**src/rtl/reg_scoreboard_if.sv**
```systemverilog
// Decode/writeback handshake bundle for the register scoreboard issue controller.
// The master drives decode and writeback information; the slave returns issue and stall decisions.
interface reg_scoreboard_if #(
  parameter int NUM_REGS = 16
);
  logic                lock;
  logic                issue_valid;
  logic                src1_use;
  logic                src2_use;
  logic                src3_use;
  logic [3:0]          src1_idx;
  logic [3:0]          src2_idx;
  logic [3:0]          src3_idx;
  logic                dest_use;
  logic [3:0]          dest_idx;
  logic                is_branch;
  logic                branch_resolved;
  logic                drain_req;
  logic                wb_enable;
  logic [3:0]          wb_reg_idx;
  logic                issue_grant;
  logic                dep_stall;
  logic                branch_stall;
  logic [NUM_REGS-1:0] pending_mask;
  logic [1:0]          state;
  logic                wb_error;

  modport master (
    output lock, issue_valid, src1_use, src2_use, src3_use,
    output src1_idx, src2_idx, src3_idx, dest_use, dest_idx,
    output is_branch, branch_resolved, drain_req, wb_enable, wb_reg_idx,
    input  issue_grant, dep_stall, branch_stall, pending_mask, state, wb_error
  );

  modport slave (
    input  lock, issue_valid, src1_use, src2_use, src3_use,
    input  src1_idx, src2_idx, src3_idx, dest_use, dest_idx,
    input  is_branch, branch_resolved, drain_req, wb_enable, wb_reg_idx,
    output issue_grant, dep_stall, branch_stall, pending_mask, state, wb_error
  );
endinterface

```
**src/rtl/reg_scoreboard_ctrl.sv**
```systemverilog
// Decode-stage issue controller: per-register pending-writer counters gate issue on RAW and
// saturation, and a small FSM holds fetch across branches and pipeline drains.
module reg_scoreboard_ctrl #(
  parameter int NUM_REGS  = 16,
  parameter int CNT_WIDTH = 2
) (
  input  logic             I_CLOCK,
  input  logic             I_RESET,
  reg_scoreboard_if.slave  sb
);

  typedef enum logic [1:0] {
    IDLE    = 2'd0,
    BR_WAIT = 2'd1,
    DRAIN   = 2'd2
  } state_e;

  localparam logic [CNT_WIDTH-1:0] CNT_ZERO = {CNT_WIDTH{1'b0}};
  localparam logic [CNT_WIDTH-1:0] CNT_MAX  = {CNT_WIDTH{1'b1}};
  localparam logic [CNT_WIDTH-1:0] CNT_ONE  = {{(CNT_WIDTH-1){1'b0}}, 1'b1};

  state_e                state_r;
  logic [CNT_WIDTH-1:0]  cnt_r      [NUM_REGS];
  logic [CNT_WIDTH-1:0]  eff_cnt_s  [NUM_REGS];
  logic [CNT_WIDTH-1:0]  cnt_nxt_s  [NUM_REGS];
  logic [NUM_REGS-1:0]   pending_mask_r;
  logic [NUM_REGS-1:0]   mask_nxt_s;
  logic                  wb_error_r;
  logic                  present_s;
  logic                  blocked_s;
  logic                  sat_s;
  logic                  hazard_s;
  logic                  grant_s;
  logic                  wb_zero_hit_s;

  // Effective counts subtract a same-cycle writeback so a dependent can issue with zero bubbles.
  always_comb begin
    for (int r = 0; r < NUM_REGS; r++) begin
      if (sb.wb_enable && (sb.wb_reg_idx == 4'(r)) && (cnt_r[r] != CNT_ZERO)) begin
        eff_cnt_s[r] = cnt_r[r] - CNT_ONE;
      end else begin
        eff_cnt_s[r] = cnt_r[r];
      end
    end
  end

  // Issue decision: RAW on any used source, writer-count saturation, or a non-idle phase.
  always_comb begin
    present_s = sb.issue_valid && sb.lock;
    blocked_s = (sb.src1_use && (eff_cnt_s[sb.src1_idx] != CNT_ZERO)) ||
                (sb.src2_use && (eff_cnt_s[sb.src2_idx] != CNT_ZERO)) ||
                (sb.src3_use && (eff_cnt_s[sb.src3_idx] != CNT_ZERO));
    sat_s     = sb.dest_use && (eff_cnt_s[sb.dest_idx] == CNT_MAX);
    hazard_s  = present_s && (blocked_s || sat_s || (state_r != IDLE));
    grant_s   = present_s && !hazard_s;
  end

  // Next counter values; a grant and a writeback on the same register cancel out.
  always_comb begin
    for (int r = 0; r < NUM_REGS; r++) begin
      logic inc_v;
      logic dec_v;
      inc_v = grant_s && sb.dest_use && (sb.dest_idx == 4'(r));
      dec_v = sb.wb_enable && (sb.wb_reg_idx == 4'(r)) && (cnt_r[r] != CNT_ZERO);
      if (inc_v && !dec_v) begin
        cnt_nxt_s[r] = cnt_r[r] + CNT_ONE;
      end else if (dec_v && !inc_v) begin
        cnt_nxt_s[r] = cnt_r[r] - CNT_ONE;
      end else begin
        cnt_nxt_s[r] = cnt_r[r];
      end
      mask_nxt_s[r] = (cnt_nxt_s[r] != CNT_ZERO);
    end
    wb_zero_hit_s = sb.wb_enable && (cnt_r[sb.wb_reg_idx] == CNT_ZERO);
  end

  // Counter, pending-mask and sticky writeback-error state.
  always_ff @(posedge I_CLOCK) begin
    if (I_RESET) begin
      for (int r = 0; r < NUM_REGS; r++) begin
        cnt_r[r] <= CNT_ZERO;
      end
      pending_mask_r <= {NUM_REGS{1'b0}};
      wb_error_r     <= 1'b0;
    end else if (sb.lock) begin
      for (int r = 0; r < NUM_REGS; r++) begin
        cnt_r[r] <= cnt_nxt_s[r];
      end
      pending_mask_r <= mask_nxt_s;
      wb_error_r     <= wb_error_r || wb_zero_hit_s;
    end else begin
      pending_mask_r <= pending_mask_r;
      wb_error_r     <= wb_error_r;
    end
  end

  // Phase FSM: a granted branch wins over a pending drain request; drain holds while requested.
  always_ff @(posedge I_CLOCK) begin
    if (I_RESET) begin
      state_r <= IDLE;
    end else if (sb.lock) begin
      case (state_r)
        IDLE: begin
          if (grant_s && sb.is_branch) begin
            state_r <= BR_WAIT;
          end else if (sb.drain_req) begin
            state_r <= DRAIN;
          end else begin
            state_r <= IDLE;
          end
        end
        BR_WAIT: begin
          if (sb.branch_resolved) begin
            state_r <= IDLE;
          end else begin
            state_r <= BR_WAIT;
          end
        end
        DRAIN: begin
          if ((mask_nxt_s == {NUM_REGS{1'b0}}) && !sb.drain_req) begin
            state_r <= IDLE;
          end else begin
            state_r <= DRAIN;
          end
        end
        default: state_r <= IDLE;
      endcase
    end else begin
      state_r <= state_r;
    end
  end

  assign sb.issue_grant  = grant_s;
  assign sb.dep_stall    = hazard_s;
  assign sb.branch_stall = sb.lock && ((state_r == BR_WAIT) || (grant_s && sb.is_branch));
  assign sb.pending_mask = pending_mask_r;
  assign sb.state        = state_r;
  assign sb.wb_error     = wb_error_r;

endmodule

```
**src/flat_wrapper.sv**
```systemverilog
// flat-port wrapper written by rule: the top's interface ports become plain ports
module reg_scoreboard_ctrl_flat 
#(
  parameter int NUM_REGS  = 16,
  parameter int CNT_WIDTH = 2
)
  (I_CLOCK, I_RESET, sb_lock, sb_issue_valid, sb_src1_use, sb_src2_use, sb_src3_use, sb_src1_idx, sb_src2_idx, sb_src3_idx, sb_dest_use, sb_dest_idx, sb_is_branch, sb_branch_resolved, sb_drain_req, sb_wb_enable, sb_wb_reg_idx, sb_issue_grant, sb_dep_stall, sb_branch_stall, sb_pending_mask, sb_state, sb_wb_error);
  reg_scoreboard_if #(.NUM_REGS(NUM_REGS)) sb_i ();
  input  logic I_CLOCK;
  input  logic I_RESET;
  input wire logic [$bits(sb_i.lock)-1:0] sb_lock;
  input wire logic [$bits(sb_i.issue_valid)-1:0] sb_issue_valid;
  input wire logic [$bits(sb_i.src1_use)-1:0] sb_src1_use;
  input wire logic [$bits(sb_i.src2_use)-1:0] sb_src2_use;
  input wire logic [$bits(sb_i.src3_use)-1:0] sb_src3_use;
  input wire logic [$bits(sb_i.src1_idx)-1:0] sb_src1_idx;
  input wire logic [$bits(sb_i.src2_idx)-1:0] sb_src2_idx;
  input wire logic [$bits(sb_i.src3_idx)-1:0] sb_src3_idx;
  input wire logic [$bits(sb_i.dest_use)-1:0] sb_dest_use;
  input wire logic [$bits(sb_i.dest_idx)-1:0] sb_dest_idx;
  input wire logic [$bits(sb_i.is_branch)-1:0] sb_is_branch;
  input wire logic [$bits(sb_i.branch_resolved)-1:0] sb_branch_resolved;
  input wire logic [$bits(sb_i.drain_req)-1:0] sb_drain_req;
  input wire logic [$bits(sb_i.wb_enable)-1:0] sb_wb_enable;
  input wire logic [$bits(sb_i.wb_reg_idx)-1:0] sb_wb_reg_idx;
  output wire logic [$bits(sb_i.issue_grant)-1:0] sb_issue_grant;
  output wire logic [$bits(sb_i.dep_stall)-1:0] sb_dep_stall;
  output wire logic [$bits(sb_i.branch_stall)-1:0] sb_branch_stall;
  output wire logic [$bits(sb_i.pending_mask)-1:0] sb_pending_mask;
  output wire logic [$bits(sb_i.state)-1:0] sb_state;
  output wire logic [$bits(sb_i.wb_error)-1:0] sb_wb_error;
  assign sb_i.lock = sb_lock;
  assign sb_i.issue_valid = sb_issue_valid;
  assign sb_i.src1_use = sb_src1_use;
  assign sb_i.src2_use = sb_src2_use;
  assign sb_i.src3_use = sb_src3_use;
  assign sb_i.src1_idx = sb_src1_idx;
  assign sb_i.src2_idx = sb_src2_idx;
  assign sb_i.src3_idx = sb_src3_idx;
  assign sb_i.dest_use = sb_dest_use;
  assign sb_i.dest_idx = sb_dest_idx;
  assign sb_i.is_branch = sb_is_branch;
  assign sb_i.branch_resolved = sb_branch_resolved;
  assign sb_i.drain_req = sb_drain_req;
  assign sb_i.wb_enable = sb_wb_enable;
  assign sb_i.wb_reg_idx = sb_wb_reg_idx;
  assign sb_issue_grant = sb_i.issue_grant;
  assign sb_dep_stall = sb_i.dep_stall;
  assign sb_branch_stall = sb_i.branch_stall;
  assign sb_pending_mask = sb_i.pending_mask;
  assign sb_state = sb_i.state;
  assign sb_wb_error = sb_i.wb_error;
  reg_scoreboard_ctrl #(.NUM_REGS(NUM_REGS), .CNT_WIDTH(CNT_WIDTH)) u_core (.I_CLOCK(I_CLOCK), .I_RESET(I_RESET), .sb(sb_i));
endmodule
```
**config.mk**
```make
export PLATFORM = sky130hd
export DESIGN_NAME = reg_scoreboard_ctrl_flat
export DESIGN_NICKNAME = d
export VERILOG_FILES = /design/src/rtl/reg_scoreboard_if.sv /design/src/rtl/reg_scoreboard_ctrl.sv /design/src/flat_wrapper.sv
export SDC_FILE = /design/constraint.sdc
export NUM_CORES = 1
export LEC_CHECK = 0
export ABC_AREA = 1
export BUFFER_PORTS_ARGS = -buffer_cell sky130_fd_sc_hd__buf_2
export CAP_MARGIN = 20
export CORE_ASPECT_RATIO = 1.4
export CORE_MARGIN = 1
export CORE_UTILIZATION = 50
export CTS_BUF_LIST = sky130_fd_sc_hd__clkbuf_2
export CTS_CLUSTER_DIAMETER = 50
export DETAILED_ROUTE_END_ITERATION = 10
export GPL_TIMING_DRIVEN = 0
export PLACE_DENSITY = 0.69
export SLEW_MARGIN = 10
export SYNTH_ARGS = -nofsm -noshare
export SYNTH_HDL_FRONTEND = slang
export SYNTH_SLANG_ARGS = --single-unit
```
**constraint.sdc**
```tcl
create_clock -name I_CLOCK -period 3.35 [get_ports I_CLOCK]
set_clock_uncertainty 0.2 [all_clocks]
set_input_delay 0.335 -clock I_CLOCK [delete_from_list [all_inputs] [get_ports I_CLOCK]]
set_output_delay 0.335 -clock I_CLOCK [all_outputs]
set_load 0.02 [all_outputs]
```
==> results of run 1 <==
## metal layers
layer  routed length, µm  vias up
li1                    -     3248
met4                1770        0
met5                   0        -
met2               10600      476
met3                2250      128
met1                8020     3209
## per-stage QoR
| stage | worst slack (ns) | setup TNS (ns) | std cells |
|---|---|---|---|
| 3_3_place_gp | -0.790 | -13.84 | 1093 |
| 3_5_place_dp | -0.847 | -17.48 | 1093 |
| 2_1_floorplan | 0.199 | 0 | 909 |
| 5_1_grt | -0.530 | -10.00 | 1189 |
| 4_1_cts | -0.272 | -1.51 | 1162 |
| 6_report | -0.400 | -4.43 | 1189 |
## worst max-delay path: cells and delay by family (launching register included)
kind	cells	cell delay (ns)
AND/OR/NAND/NOR	22	2.24
flip-flops	1	0.43
buffers and inverters	4	0.51
AO/OA/AOI/OAI	1	0.07
adder cells (fa/ha/maj)	1	0.24
## cell type report
type                            instances  area, µm²  share of cell area, %
Clock inverter                          3       22.5                  0.309
Inverter                              113        429                   5.89
Clock buffer                            5       25.0                  0.344
Sequential cell                        51       1340                   18.4
Buffer                                 15        113                   1.55
Timing Repair Buffer                  137       1040                   14.2
Tap cell                              135        169                   2.32
Multi-Input combinational cell        730       4150                   56.9
## power by group through the flow
stage          combinational, W  clock [W]  sequential, W
2_1_floorplan          0.000413          0       0.000782
3_3_place_gp           0.000639          0       0.000765
3_5_place_dp           0.000648          0       0.000767
4_1_cts                0.000826   0.000291       0.000747
5_1_grt                 0.00103   0.000319       0.000755
6_report               0.000973   0.000302       0.000751
## kinds of logic (layout without fill, tap and decap cells)
family	count (synthesis)	after routing	share of synthesized area [%]
compound gates	76	76	8.38
xor+xnor	6	6	1.00
fa+ha+maj	16	16	3.82
buf+inv	128	273	9.55
flops	51	51	25.6
simple gates	632	632	51.7
## how the worst min path moves through the flow
stage | from | to | cells past startpoint
2_1_floorplan | sb_lock | u_core.sb.state[0] | 2
4_1_cts | sb_drain_req | u_core.sb.state[1] | 5
3_5_place_dp | u_core.sb.pending_mask[10] | u_core.sb.pending_mask[10] | 2
6_report | sb_drain_req | u_core.sb.state[1] | 5
3_3_place_gp | u_core.sb.pending_mask[15] | u_core.sb.pending_mask[15] | 2
5_1_grt | sb_drain_req | u_core.sb.state[1] | 5
## state kept, by name (all words and copies together), names as in the netlist
signal,count
u_core.sb.wb_error,1
u_core.sb.pending_mask,16
u_core.cnt_r,32
u_core.sb.state,2
## what timing repair did
item,CTS,global route
pin swaps,44,76
hold endpoints to repair,1,0
setup buffers,59,33
hold buffers,2,0
gates resized for setup,121,145
endpoints found under the setup margin,51,52
## cell usage in the layout, fill, tap and decap left out, drive strengths merged
| master | instances |
|---|---|
| a41oi | 2 |
| nand2 | 366 |
| dlygate4sd3 | 2 |
| clkinv | 3 |
| nand4 | 24 |
| ha | 16 |
| nand3 | 145 |
| nor3 | 1 |
| nor2 | 90 |
| a21oi | 25 |
| clkbuf | 13 |
| xor2 | 5 |
| a211o | 10 |
| xnor2 | 1 |
| edfxtp | 32 |
| o21bai | 4 |
| buf | 142 |
| inv | 113 |
| nand3b | 3 |
| or2 | 1 |
| nor4 | 2 |
| o21ai | 34 |
| a22o | 1 |
| dfxtp | 19 |
==> run metrics, run 1 <==
Sequential Power Share=roughly 37%; Yosys top cell by area=nand2_1; Hold Fails Final Rpt=0; Power per Cell Area=~280 mW/mm²; antenna cells=0; Clock Power Share=14.9%; via total after detailed routing=about 7,100; Initial Util=roughly 52%; met1 Track Usage GR=44.4%; crit-path max FO=8; fillcell total=about 900; DR pass1 iterations=6; sw frac=~44%; Comb pwr share=approximately half; Yosys warning total=0; Post-DP HPWL=15.4 mm; RSZ-0062 raised after global routing=yes; vias per inst=~5.9; nets@finish=about 1,100; share of post-route cells with drive strength above 1=33.1%; Async SR Flop Fraction=0%; CP Class=register to register; status=complete, but fails checks; max cap viols=0; largest net degree at the start of global routing=33; drt first-iter violations=between 700 and 800; crit path capture=u_core.sb.state[1]; most common cell in the synthesized netlist=nand2_1; placer congestion estimate=slightly below 1; global routing's busiest layer=met2; Setup crit start=u_core.cnt_r[7][0]; PortBufs=just under 50; syn_nets=between 900 and 1,000; failing checks=setup timing; NetSw=0.000888 W; Site Rows=43; reg-to-reg endpoint=u_core.sb.state[1]; Power, Total=between 0.002 and 0.0025 W; Post-Route WL=about 23 mm; Worst Hold Class=input port to register; top cells by count, synth=363 x nand2_1, 143 x nand3_1, 104 x inv_1; Worst Setup Start Kind=register; Req. time, crit path=approximately 3.6 ns; CTS Root Cell=clkbuf_2; die width=roughly 90 µm; die height=123 µm; Routed WL per cell=19.1 µm; number of synthesized flops with an enable pin=32; Synth top area share=26.0%; Worst EP arrival=about 4 ns; Lkg Pwr=between 3 and 4 nW; Worst R2R Start=u_core.cnt_r[7][0]; Post-DP Area=approximately 0.0057 mm²; final count of negative-setup-slack endpoints=36; Netlist Area Pre-Place=about 0.0052 mm²; Avg Inst Size Synth=approximately 5.8 µm²; setup slack, reg-to-reg=-0.40 ns; min Tclk post-route=between 3 and 4 ns; ys flop type=edfxtp_1; final worst setup slack=-0.400 ns; critical path's slowest cell=edfxtp_1; Clock Latency Late Sink=about 0.50 ns; antenna viol nets, final=0; core area=about 0.010 mm²; GRT Total Usage=approximately 40%; Worst Max-Slew Pin Slew=0.987 ns; IO Count=54; Peak VDD IR=approximately 0.26 mV; fin area=roughly 0.0073 mm²; r2r worst-path depth=28; Rel. slew slack=roughly a third; CTS Buf Count=5; Worst setup EP type=register; Die ar.=~0.011 mm²; DRC violations left=0; first-pass GRT wire length=31.8 mm; vias in the first global route=6,376; routing usage on met2=around 66%; total gr overflow=0; GR Util met3=under 10%; clock slew at reported path FFs=~0.32 ns; Critical Path Max Stage Delay=between 0.4 and 0.5 ns; Hold WS=0.0192 ns; Final period util=112%; post-synth cell types=32; Post-Syn Instances=~900; CTS max path bufs=2; initial antenna violation count=0; Max Fclk=267 MHz; Final Slew Violations=0; CP dominant cell by count=nand2_1; Layout Utilization=between 70 and 80%; post-synthesis sequential area ratio=between 20 and 30%; top post-synthesis cells by area=nand2_1 26%, edfxtp_1 18%, nand3_1 14%, inv_1 7.4%, dfxtp_1 7.3%; Syn-to-layout area delta=39.0%; flop and latch count out of synthesis=51; CTS tree=yes; Clock H-tree levels=2; clock sink total=51; Internal=around 0.0011 W
(Power assumes the default switching activity.)
==> run 2: changes to the inputs <==
--- a/config.mk
+++ b/config.mk
@@ -11,7 +11,6 @@
 export CORE_ASPECT_RATIO = 1.4
 export CORE_MARGIN = 1
 export CORE_UTILIZATION = 50
-export CTS_BUF_LIST = sky130_fd_sc_hd__clkbuf_2
 export CTS_CLUSTER_DIAMETER = 50
 export DETAILED_ROUTE_END_ITERATION = 10
 export GPL_TIMING_DRIVEN = 0
==> run 2 against run 1 <==
Highest routed layer unchanged. First-iteration DRC count fell by 0.13%. Die area unchanged. Clock power increased by 82%. The flow still finishes with violations (setup timing). Sequential share of layout area up 0.44 points.
==> run metrics, run 2 (synthesis gave the netlist of run 1 again) <==
Rel. slew slack=34.6% (was 33.9%); status=complete, but fails checks (unchanged); Post-DP Area=0.00566 mm² (unchanged); Worst Setup Start Kind=register (unchanged); Power, Total=0.00223 W (was 0.00203 W); CTS Root Cell=clkbuf_16 (was clkbuf_2); vias in the first global route=6,179 (was 6,376); met3 wire length=2.27 mm (was 2.25 mm); Post-Route WL=22.4 mm (was 22.7 mm); core area=0.0101 mm² (unchanged); CP Class=register to primary output (was register to register); min Tclk post-route=3.75 ns (about the same); GRT Total Usage=39.1% (was 39.8%); Internal=0.00134 W (was 0.00114 W); fin area=0.00712 mm² (was 0.00728 mm²); Peak VDD IR=0.276 mV (was 0.256 mV); initial antenna violation count=0 (unchanged); CTS max path bufs=2 (unchanged); DRT met1 WL=7.90 mm (was 8.02 mm); Comb pwr share=41.9% (was 48.1%); vias per inst=5.98 (was 5.94); first-pass GRT wire length=31.3 mm (was 31.8 mm); highest routed layer=met4 (unchanged); antenna cells=0 (unchanged); PortBufs=49 (unchanged); Worst setup EP type=primary output (was register); final worst setup slack=-0.403 ns (was -0.400 ns); CTS Buf Count=5 (unchanged); clock slew at reported path FFs=0.08 ns (was 0.32 ns); sw frac=39.9% (was 43.8%); Die ar.=0.0109 mm² (unchanged); commonest cells after routing, fill and taps aside=299 x nand2_1, 125 x nand3_1, 83 x inv_1 (was 284 x nand2_1, 116 x nand3_1, 88 x inv_1); Syn-to-layout area delta=35.8% (was 39.0%); failing checks=setup timing (unchanged); largest net degree at the start of global routing=33 (unchanged); RSZ-0062 raised after global routing=yes (unchanged); max reg flops=32 (unchanged); total gr overflow=0 (unchanged); final count of negative-setup-slack endpoints=31 (was 36); Final period util=112% (about the same); Power per Cell Area=314 mW/mm² (was 278 mW/mm²); drt first-iter violations=758 (was 759); crit-path max FO=7 (was 8); Req. time, crit path=2.81 ns (was 3.60 ns); die height=123 µm (unchanged); Worst EP arrival=3.22 ns (was 4.00 ns); commonest non-fill, non-tap cell in the layout=nand2_1 (unchanged); Largest Register=u_core.cnt_r (unchanged); Layout Utilization=70.7% (was 72.4%); Sequential Power Share=33.6% (was 37.1%); Site Rows=43 (unchanged); Clock Latency Late Sink=0.31 ns (was 0.50 ns); clock sink total=51 (unchanged); Max Fclk=266 MHz (was 267 MHz); Hold Fails Final Rpt=0 (unchanged); placer congestion estimate=0.993 (unchanged); DR pass1 iterations=7 (was 6); Final Slew Violations=0 (unchanged); nets@finish=1,090 (was 1,101); Worst Max-Slew Pin Slew=0.981 ns (was 0.987 ns); max cap viols=0 (unchanged); Clock H-tree levels=2 (unchanged); met2 WL=10.5 mm (was 10.6 mm); NetSw=0.000892 W (was 0.000888 W); Worst Hold Class=input port to register (unchanged); Lkg Pwr=3.57 nW (was 3.66 nW); Post-DP HPWL=15.4 mm (unchanged); Setup TNS=-3.84 ns (was -4.43 ns); die width=88.5 µm (unchanged); Initial Util=52.1% (unchanged); antenna viol nets, final=0 (unchanged); fillcell total=894 (was 874); Clock Power Share=24.6% (was 14.9%); Routed WL per cell=19.0 µm (was 19.1 µm); CTS tree=yes (unchanged); via total after detailed routing=7,042 (was 7,061); share of post-route cells with drive strength above 1=30.2% (was 33.1%); IO Count=54 (unchanged); DRC violations left=0 (unchanged)
==> run 2: cell count changes in the layout (fill, tap and decap cells not counted), moves of 5 or more <==
cell	change
nand2_1	+15
nand3_2	-10
inv_2	+5
nand2_2	-10
clkbuf_16	+5
inv_1	-5
nand3_1	+9
buf_6	-10
nand2_4	-5
clkbuf_2	-5
==> run 2: final timing paths <==
check / startpoint / endpoint / slack (ns) / depth (start not counted)
max: u_core.cnt_r[0][0] / sb_branch_stall / -0.40 / 22
min: sb_lock / u_core.sb.state[0] / 0.13 / 3
max reg2reg: u_core.cnt_r[0][0] / u_core.sb.state[1] / -0.40 / 25
min reg2reg: u_core.sb.pending_mask[1] / u_core.sb.pending_mask[1] / 0.26 / 1
==> run 2: per-stage QoR <==
step,hold slack [ns],std cells,setup slack (ns)
floorplan,0.278,909,0.199
detailed placement,0.246,1093,-0.847
global route,0.143,1178,-0.535
global placement,0.238,1093,-0.790
CTS,0.129,1152,-0.221
finish,0.126,1178,-0.403
==> run 2: cell type report <==
| class | count | area [µm²] | share of cell area [%] |
|---|---|---|---|
| clock buffer | 5 | 125 | 1.76 |
| multi-input combinational | 730 | 4010 | 56.4 |
| tap | 135 | 169 | 2.37 |
| buffer | 15 | 105 | 1.48 |
| timing repair buffer | 126 | 912 | 12.8 |
| clock inverter | 3 | 22.5 | 0.317 |
| sequential | 51 | 1340 | 18.9 |
| inverter | 113 | 429 | 6.03 |
==> run 2: per-layer routing <==
metal,track usage (%),up-vias
met4,27.9,0
met2,64.3,494
met1,44.9,3170
li1,-,3236
met5,0,-
met3,7.41,142
==> run 2: what timing repair did <==
action,CTS,global route
resized for setup,98,118
hold buffers,0,0
cloned,1,0
setup buffers,50,30
pin swaps,32,54
setup endpoints to repair,50,52
==> run 2: power by group through the flow <==
stage / Clock [W] / Sequential [W] / Combinational, W
3_3_place_gp: 0 / 0.000765 / 0.000639
2_1_floorplan: 0 / 0.000782 / 0.000413
5_1_grt: 0.000567 / 0.000754 / 0.000998
4_1_cts: 0.000540 / 0.000746 / 0.000790
6_report: 0.000549 / 0.000750 / 0.000935
3_5_place_dp: 0 / 0.000767 / 0.000648
==> run 2: worst max-delay path, stage by stage (launching register included) <==
cell and delay (ns):
edfxtp_1 0.37, inv_1 0.09, ha_2 0.21, nor2_4 0.19, nand2_4 0.11, nand2_1 0.11, nand2_1 0.09, nand2_1 0.08
nand2_1 0.06, nand2_2 0.11, o21ai_2 0.07, nand2_1 0.11, nor2_2 0.06, nor2_2 0.15, nand2_4 0.09, nor2_8 0.21
buf_12 0.16, buf_4 0.11, nand2_1 0.05, inv_2 0.10, nand2_2 0.08, a21oi_2 0.15, buf_6 0.13
